==> config.mk <==
export PLATFORM = sky130hd
export DESIGN_NAME = mad_tx_sched_flat
export DESIGN_NICKNAME = d
export VERILOG_FILES = /design/src/rtl/mad_tx_sched_if.sv /design/src/rtl/mad_tx_sched.sv /design/src/flat_wrapper.sv
export SDC_FILE = /design/constraint.sdc
export NUM_CORES = 1
export LEC_CHECK = 0
export ABC_CLOCK_PERIOD_IN_PS = 1780
export BUFFER_PORTS_ARGS = -buffer_cell sky130_fd_sc_hd__buf_2
export CORE_UTILIZATION = 35
export CTS_BUF_LIST = sky130_fd_sc_hd__clkbuf_8 sky130_fd_sc_hd__clkbuf_16
export CTS_CLUSTER_SIZE = 8
export DETAILED_ROUTE_END_ITERATION = 12
export GPL_TIMING_DRIVEN = 0
export SLEW_MARGIN = 0
export SYNTH_ARGS = -nofsm -noshare
export SYNTH_HDL_FRONTEND = slang
export SYNTH_SLANG_ARGS = --single-unit
export TNS_END_PERCENT = 20
==> constraint.sdc <==
create_clock -name clk -period 1.78 [get_ports clk]
set_input_delay 0 -clock clk [delete_from_list [all_inputs] [get_ports clk]]
set_output_delay 0 -clock clk [all_outputs]
set_load 0.005 [all_outputs]
==> src/rtl/mad_tx_sched_if.sv <==
// Result handshake between the minimum-MAD search stage and the transmit scheduler.
interface mad_tx_sched_if;
    logic        valid;
    logic        ready;
    logic [7:0]  coord;
    logic [11:0] mad;

    modport master (output valid, coord, mad, input ready);
    modport slave  (input valid, coord, mad, output ready);
endinterface

==> src/rtl/mad_tx_sched.sv <==
// Queues block-matching results and launches them as 20-bit serial frames:
// a load strobe per frame, a fixed shift window, an optional idle gap, and a frame-sync pulse.
module mad_tx_sched #(
    parameter int unsigned FIFO_DEPTH = 2,
    parameter int unsigned GAP_CYCLES = 0,
    parameter int unsigned FRAME_BITS = 20
) (
    input  logic                          clk,
    input  logic                          rst_n,
    mad_tx_sched_if.slave                 res,
    input  logic                          tx_en_i,
    output logic                          ser_load_o,
    output logic [7:0]                    ser_coord_o,
    output logic [11:0]                   ser_mad_o,
    output logic                          frame_sync_o,
    output logic                          busy_o,
    output logic [$clog2(FIFO_DEPTH):0]   fifo_count_o,
    output logic [15:0]                   frame_cnt_o
);
    localparam int unsigned AW = $clog2(FIFO_DEPTH);
    localparam int unsigned CW = AW + 1;
    localparam logic [CW-1:0] FULL     = CW'(FIFO_DEPTH);
    localparam logic [4:0]    LAST_BIT = 5'(FRAME_BITS - 2);
    localparam logic [3:0]    LAST_GAP = 4'(GAP_CYCLES - 1);

    typedef enum logic [1:0] {IDLE, LOAD, SHIFT, GAP} state_e;

    state_e        state_q, state_d;
    logic [4:0]    bit_cnt_q;
    logic [3:0]    gap_cnt_q;
    logic          ser_load_q, frame_sync_q;
    logic [7:0]    ser_coord_q;
    logic [11:0]   ser_mad_q;
    logic [15:0]   frame_cnt_q;

    logic [19:0]   mem_q [FIFO_DEPTH];
    logic [AW-1:0] wr_ptr_q, rd_ptr_q;
    logic [CW-1:0] count_q, count_d;
    logic          push, pop, start, last_bit, last_gap, launch;

    // Ready comes from the registered count only, so a full queue never accepts even while popping.
    assign res.ready = (count_q != FULL);
    assign push      = res.valid && res.ready;
    assign pop       = (state_q == LOAD);

    always_comb begin
        // NOTE: every always_comb output gets a default first, so no path can leave it unassigned and infer a latch.
        count_d = count_q;
        if (push && !pop)      count_d = count_q + 1'b1;
        else if (pop && !push) count_d = count_q - 1'b1;
    end

    // NOTE: sequential state uses non-blocking assignments so all registers update together at the edge.
    always_ff @(posedge clk) begin
        if (!rst_n) begin
            wr_ptr_q <= '0;
            rd_ptr_q <= '0;
            count_q  <= '0;
        end else begin
            if (push) wr_ptr_q <= wr_ptr_q + 1'b1;
            if (pop)  rd_ptr_q <= rd_ptr_q + 1'b1;
            count_q <= count_d;
        end
    end

    // NOTE: payload storage has no reset; validity is defined by the pointers and count alone.
    always_ff @(posedge clk) begin
        if (push) mem_q[wr_ptr_q] <= {res.coord, res.mad};
    end

    assign start    = tx_en_i && (count_q != '0);
    assign last_bit = (state_q == SHIFT) && (bit_cnt_q == LAST_BIT);
    assign last_gap = (state_q == GAP) && (gap_cnt_q == LAST_GAP);

    always_comb begin
        state_d = state_q;
        unique case (state_q)
            IDLE:    if (start) state_d = LOAD;
            LOAD:    state_d = SHIFT;
            SHIFT:   if (last_bit) begin
                         if (GAP_CYCLES != 0) state_d = GAP;
                         else                 state_d = start ? LOAD : IDLE;
                     end
            GAP:     if (last_gap) state_d = start ? LOAD : IDLE;
            default: state_d = IDLE;
        endcase
    end

    assign launch = (state_d == LOAD);

    // Outputs are registered on entry to LOAD so the strobe and head word appear during the LOAD cycle.
    always_ff @(posedge clk) begin
        if (!rst_n) begin
            state_q      <= IDLE;
            bit_cnt_q    <= '0;
            gap_cnt_q    <= '0;
            ser_load_q   <= 1'b0;
            ser_coord_q  <= '0;
            ser_mad_q    <= '0;
            frame_sync_q <= 1'b0;
            frame_cnt_q  <= '0;
        end else begin
            state_q      <= state_d;
            ser_load_q   <= launch;
            frame_sync_q <= (state_q == SHIFT) && (bit_cnt_q == '0);
            if (launch) {ser_coord_q, ser_mad_q} <= mem_q[rd_ptr_q];
            if (state_q == LOAD) frame_cnt_q <= frame_cnt_q + 16'd1;
            bit_cnt_q    <= (state_q == SHIFT) ? bit_cnt_q + 5'd1 : '0;
            gap_cnt_q    <= (state_q == GAP) ? gap_cnt_q + 4'd1 : '0;
        end
    end

    assign ser_load_o   = ser_load_q;
    assign ser_coord_o  = ser_coord_q;
    assign ser_mad_o    = ser_mad_q;
    assign frame_sync_o = frame_sync_q;
    assign frame_cnt_o  = frame_cnt_q;
    assign fifo_count_o = count_q;
    assign busy_o       = (state_q != IDLE) || (count_q != '0);
endmodule

==> src/flat_wrapper.sv <==
// flat-port wrapper written by rule: the top's interface ports become plain ports
module mad_tx_sched_flat 
#(
    parameter int unsigned FIFO_DEPTH = 2,
    parameter int unsigned GAP_CYCLES = 0,
    parameter int unsigned FRAME_BITS = 20
)
  (clk, rst_n, tx_en_i, ser_load_o, ser_coord_o, ser_mad_o, frame_sync_o, busy_o, fifo_count_o, frame_cnt_o, res_valid, res_coord, res_mad, res_ready);
  mad_tx_sched_if res_i ();
  input  logic clk;
  input  logic rst_n;
  input  logic tx_en_i;
  output logic ser_load_o;
  output logic [7:0] ser_coord_o;
  output logic [11:0] ser_mad_o;
  output logic frame_sync_o;
  output logic busy_o;
  output logic [$clog2(FIFO_DEPTH):0] fifo_count_o;
  output logic [15:0] frame_cnt_o;
  input wire logic [$bits(res_i.valid)-1:0] res_valid;
  input wire logic [$bits(res_i.coord)-1:0] res_coord;
  input wire logic [$bits(res_i.mad)-1:0] res_mad;
  output wire logic [$bits(res_i.ready)-1:0] res_ready;
  assign res_i.valid = res_valid;
  assign res_i.coord = res_coord;
  assign res_i.mad = res_mad;
  assign res_ready = res_i.ready;
  mad_tx_sched #(.FIFO_DEPTH(FIFO_DEPTH), .GAP_CYCLES(GAP_CYCLES), .FRAME_BITS(FRAME_BITS)) u_core (.clk(clk), .rst_n(rst_n), .res(res_i), .tx_en_i(tx_en_i), .ser_load_o(ser_load_o), .ser_coord_o(ser_coord_o), .ser_mad_o(ser_mad_o), .frame_sync_o(frame_sync_o), .busy_o(busy_o), .fifo_count_o(fifo_count_o), .frame_cnt_o(frame_cnt_o));
endmodule
Yosys cells after proc, flatten, opt, wreduce, memory -nomap -nowiden --
Memories as Yosys holds them, arrays and structs flattened. A register that Yosys moved wholly into a read port is not among the register bits. Cells that the tools add are included.
Word-level totals: bits in registers 33, latch bits 0, memory bits (writable) 40, bits in read-only memories 0, output and inout port bits 42, logic and storage cells 51, memories kept 1
Memory list:
- u_core.mem_q | depth 2, width 20, read ports 1, clocked after Yosys merged registers in 1, write ports 1, RTL line mad_tx_sched.sv:36 | logic [19:0] mem_q [FIFO_DEPTH];
Cells by class: add/subtract/negate cells 7, multipliers 0, div/mod/pow operators 0, magnitude comparators 0, eq/ne operators 7, shifts and indexed selects 0, mux-type cells 9, bitwise operators 0, reductions and logical operators 18
Operators with widths (count):
- adder 16 x 1 -> 16 bit, second input constant | 1
- two-way mux 2 bit | 5
- one-hot mux 2 bit (4 select lines) | 1
- logical AND 1 bit | 7
- nonzero test 2 bit | 3
- adder 5 x 1 -> 5 bit, second input constant | 1
- equality test 5 bit, second input constant | 1
- logical NOT 5 bit | 1
- adder 4 x 1 -> 4 bit, second input constant | 1
- equality test 2 x 1 -> 1 bit, second input constant | 2
- equality test 2 bit, second input constant | 2
- equality test 4 bit, second input constant | 1
- AND reduction 2 bit | 2
- logical NOT 1 bit | 3
- two-way mux 1 bit | 3
- adder 1 bit, second input constant | 2
- adder 2 x 1 -> 2 bit, second input constant | 1
- logical NOT 2 bit | 1
- inequality test 2 bit, second input constant | 1
- subtractor 2 x 1 -> 2 bit, second input constant | 1
- logical OR 1 bit | 1

Logic depth before layout (Yosys ltp) --
word-level depth 6, depth in mapped cells 8

Worst setup path after synthesis --
OpenSTA, ideal clock, no wires.
kind reg2reg, start register u_core.count_q[0], in the netlist u_core.fifo_count_o[0], end memory u_core.mem_q[0][0], enable pin, setup time 0.397 ns, arrival 1.567 ns, required time 1.383 ns, path slack -0.183 ns, cell stages (with the launch flop) 4, path buffers 0, clock period less this slack 1.963 ns, cell sequence dfxtp_1 > nand2b_1 > nand2_1 > nor2_1
On the way: cells in the longest elaborated chain, start to end 4
RTL lines:
- start: declaration | RTL line mad_tx_sched.sv:38 | logic [CW-1:0] count_q, count_d;
- start signal: assignment | RTL line mad_tx_sched.sv:62 | count_q <= count_d;
- inequality test 2 bit | RTL line mad_tx_sched.sv:42 | assign res.ready = (count_q != FULL);
- via res_ready | RTL line flat_wrapper.sv:23 | output wire logic [$bits(res_i.ready)-1:0] res_ready;
- logical AND 1 bit | RTL line mad_tx_sched.sv:43 | assign push = res.valid && res.ready;
- two-way mux 1 bit | RTL line mad_tx_sched.sv:68 | if (push) mem_q[wr_ptr_q] <= {res.coord, res.mad};
- two-way mux 1 bit (implied by the code) | RTL line mad_tx_sched.sv:68
- end: declaration | RTL line mad_tx_sched.sv:36
The timed path passes the listed nets, and every way through them passes these cells.

Final worst setup path --
start register u_core.frame_cnt_q[0], in the netlist u_core.frame_cnt_o[0], end register u_core.frame_cnt_q[14], in the netlist u_core.frame_cnt_o[14]
On the way: cells in the longest elaborated chain, start to end 1
RTL lines:
- start: declaration | RTL line mad_tx_sched.sv:34 | logic [15:0] frame_cnt_q;
- start signal: assignment | RTL line mad_tx_sched.sv:107 | if (state_q == LOAD) frame_cnt_q <= frame_cnt_q + 16'd1;
- adder 16 x 1 -> 16 bit | RTL line mad_tx_sched.sv:107
Every way passes these cells. A chain may end at the register's enable or synchronous reset.

==> results.json <==
{
  "dp_hpwl_um": 4320,
  "grt_pass1_vias": 2101,
  "synth_cells": 269,
  "rsz0062_at_grt": "true",
  "syn_to_final_growth_pct": 29.9,
  "synthArstFlopShare": 0,
  "wl_met1_um": 3210,
  "grt_pass1_wl_um": 10300,
  "nNetsFinal": 399,
  "leakage_uw": 0.00179,
  "num_antenna_cells": 0,
  "ir_drop_mv": 0.477,
  "cts_htree_levels": 3,
  "yosys_most_used_dff": "dfxtp_1",
  "synth.top_cells.by_count": "53 x dfxtp_1, 40 x edfxtp_1, 25 x nor2_1",
  "rr_worst_depth": 5,
  "clkSlewWorstSetupHoldPaths_ps": 90,
  "grt.overflow.total": 0,
  "clk_latency_ps": 360,
  "critPathArrivalTime_ps": 2000,
  "post_drt_wl_per_cell_um": 13.2,
  "yosysSeqAreaShare": 0.651,
  "drv_cap": 0,
  "synth.distinct_cells": 35,
  "top_layer_used": "met4",
  "synth-seq-cells": 93,
  "initial_core_util": 0.359,
  "yosysWarnings": 0,
  "cts_root_buffer": "clkbuf_8",
  "grt_usage": 0.134,
  "design_area_um2": 4520,
  "ff2ff_setup_slack_ps": 80,
  "dr_wl_met2_um": 3170,
  "startpoint_type": "register",
  "netlist_top_cells_area": "edfxtp_1 35%, dfxtp_1 31%, mux2i_1 6.9%, o2bb2ai_1 5.0%, nor2_1 2.7%",
  "ant_nets": 0,
  "hold_violations": 0,
  "period_needed_ps": 1700,
  "firstDrtPassIters": 6,
  "power.total_uw": 5460,
  "cts_sinks": 93,
  "syn_nets": 299,
  "grt_max_degree": 21,
  "ctsLongestPathBuffers": 2,
  "die_x_um": 102,
  "period_share": 0.956,
  "slew_violations": 0,
  "place_ws_ps": -305,
  "num_rows": 36,
  "routed_wl_um": 6710,
  "wl_met3_um": 221,
  "instances_no_fill": 507,
  "min_to": "u_core.wr_ptr_q",
  "vias": 2302,
  "timing.fmax_ghz": 0.588,
  "synth-edff-count": 40,
  "synth.most_common_cell": "dfxtp_1",
  "status": "complete, no violations",
  "io_pins": 66,
  "r2r-start": "u_core.frame_cnt_o[0]",
  "remaining_drc_errors": 0,
  "holdCritStartpoint": "res_valid",
  "dr.first_iter.drc_count": 81,
  "worstReg2RegEnd": "u_core.frame_cnt_o[14]",
  "setup_viol": 0,
  "crit_type": "register to register",
  "synth_top_area_share": 0.345,
  "worstMarginPinSlew_ps": 827,
  "die_area_um2": 10300,
  "place_area_um2": 3970,
  "crit_fanout": 5,
  "final_core_util": 0.467,
  "worstHoldPathCells": 4,
  "placedCellCount": 466,
  "fp.dieH_um": 102,
  "core_um2": 9680,
  "netlist_area_um2": 3480,
  "power_density_nw_per_um2": 1210,
  "worst_slack_ps": 78.6,
  "finalClockSkew_ps": 12.3,
  "routabilityCongestion": 0.758,
  "avgSynthCellArea_um2": 12.9,
  "cts_buffers": 9,
  "antenna_found_initial": 0,
  "slew_headroom": 0.449,
  "yosysTopAreaCell": "edfxtp_1",
  "crit_path_end_kind": "register",
  "cp-startpoint": "u_core.frame_cnt_o[0]",
  "port_buffers": 64,
  "via_per_inst": 4.54,
  "min_path_type": "primary input to register",
  "cts_tree": "built",
  "crit_required_ps": 2080,
  "layout-drive-gt1-share": 0.291
}
-- cell usage in the layout, fill, tap and decap left out, drive strengths merged, types with 6 or more instances in the layout --
master,Yosys,final
buf,3,76
clkbuf,10,15
dfxtp,53,53
dlygate4sd3,0,20
edfxtp,40,40
ha,6,6
inv,10,13
mux2i,24,24
nand2,8,8
nand3,8,8
nor2,25,25
o2bb2ai,20,20
xnor2,9,9
xor2,10,10
-- per-stage QoR --
stage / hold WS (ps) / TNS [ps]
final: 22.6 / 0
after global routing: 46.1 / -5.66
after CTS: 19.3 / -99.1
after detailed placement: 192 / -12480
after global placement: 189 / -13040
after floorplan: 98.9 / -7.93
-- layout make-up --
class,instances,area (um^2)
fill,878,5170
sequential,93,2270
multi-input combinational,153,1170
timing repair buffer,89,558
tap,133,166
clock buffer,9,124
clock inverter,7,104
buffer,13,82.6
inverter,10,37.5
-- power breakdown --
group	internal [uW]	leakage (uW)	total (uW)	switching [uW]
Clock	810	0.000108	1580	774
Combinational	518	0.000871	1110	591
Sequential	2600	0.000806	2760	164
-- sequential cells by signal, indices dropped and copies added, names as in the netlist --
register,count
u_core.mem_q,40
u_core.frame_cnt_o,16
u_core.ser_mad_o,12
u_core.ser_coord_o,8
u_core.bit_cnt_q,5
u_core.gap_cnt_q,4
u_core.fifo_count_o,2
u_core.state_q,2
u_core.frame_sync_o,1
u_core.rd_ptr_q,1
u_core.ser_load_o,1
u_core.wr_ptr_q,1
-- metal layers --
layer  track usage  vias to the layer above
met2         0.202                       38
met4        0.0702                        0
met1         0.177                     1090
met5             0                        -
met3        0.0359                       10
li1              -                     1164
-- cells by family (layout without fill, tap and decap cells) --
logic type	Yosys count	count (layout)	synth area share
and+or+nand+nor	71	71	0.110
AOI/OAI and AO/OA	33	33	0.0727
muxes	24	24	0.0691
DFF	93	93	0.651
buffers and inverters	23	128	0.0281
xor gates and xnor gates	19	19	0.0479
adders and majority gates	6	6	0.0216
-- how the worst max path moves through the flow --
| stage | endpoint | slack [ps] | depth (start not counted) |
|---|---|---|---|
| 6_report | u_core.frame_cnt_o[14] | 80 | 5 |
| 5_1_grt | u_core.frame_cnt_o[14] | -6 | 4 |
| 4_1_cts | u_core.fifo_count_o[1] | -90 | 7 |
| 3_5_place_dp | u_core.mem_q[0][11] | -310 | 3 |
| 3_3_place_gp | u_core.mem_q[0][11] | -340 | 3 |
| 2_1_floorplan | u_core.fifo_count_o[1] | -8 | 7 |
-- critical path, cell delays in order (launching register included) --
cell      delay (ps)
dfxtp_4          390
ha_4             160
nand3b_4         110
or4_4            540
or3_1            320
a21oi_1          140
-- repair_timing --
| action | 4_1_cts | 5_1_grt |
|---|---|---|
| endpoints found under the setup margin | 65 | 42 |
| hold buffers | 20 | 0 |
| setup buffers | 0 | 5 |
| pin swaps | 0 | 2 |
| resized for setup | 14 | 21 |
| endpoints found under the hold margin | 40 | 0 |
Power figures use the tool's default switching activity.
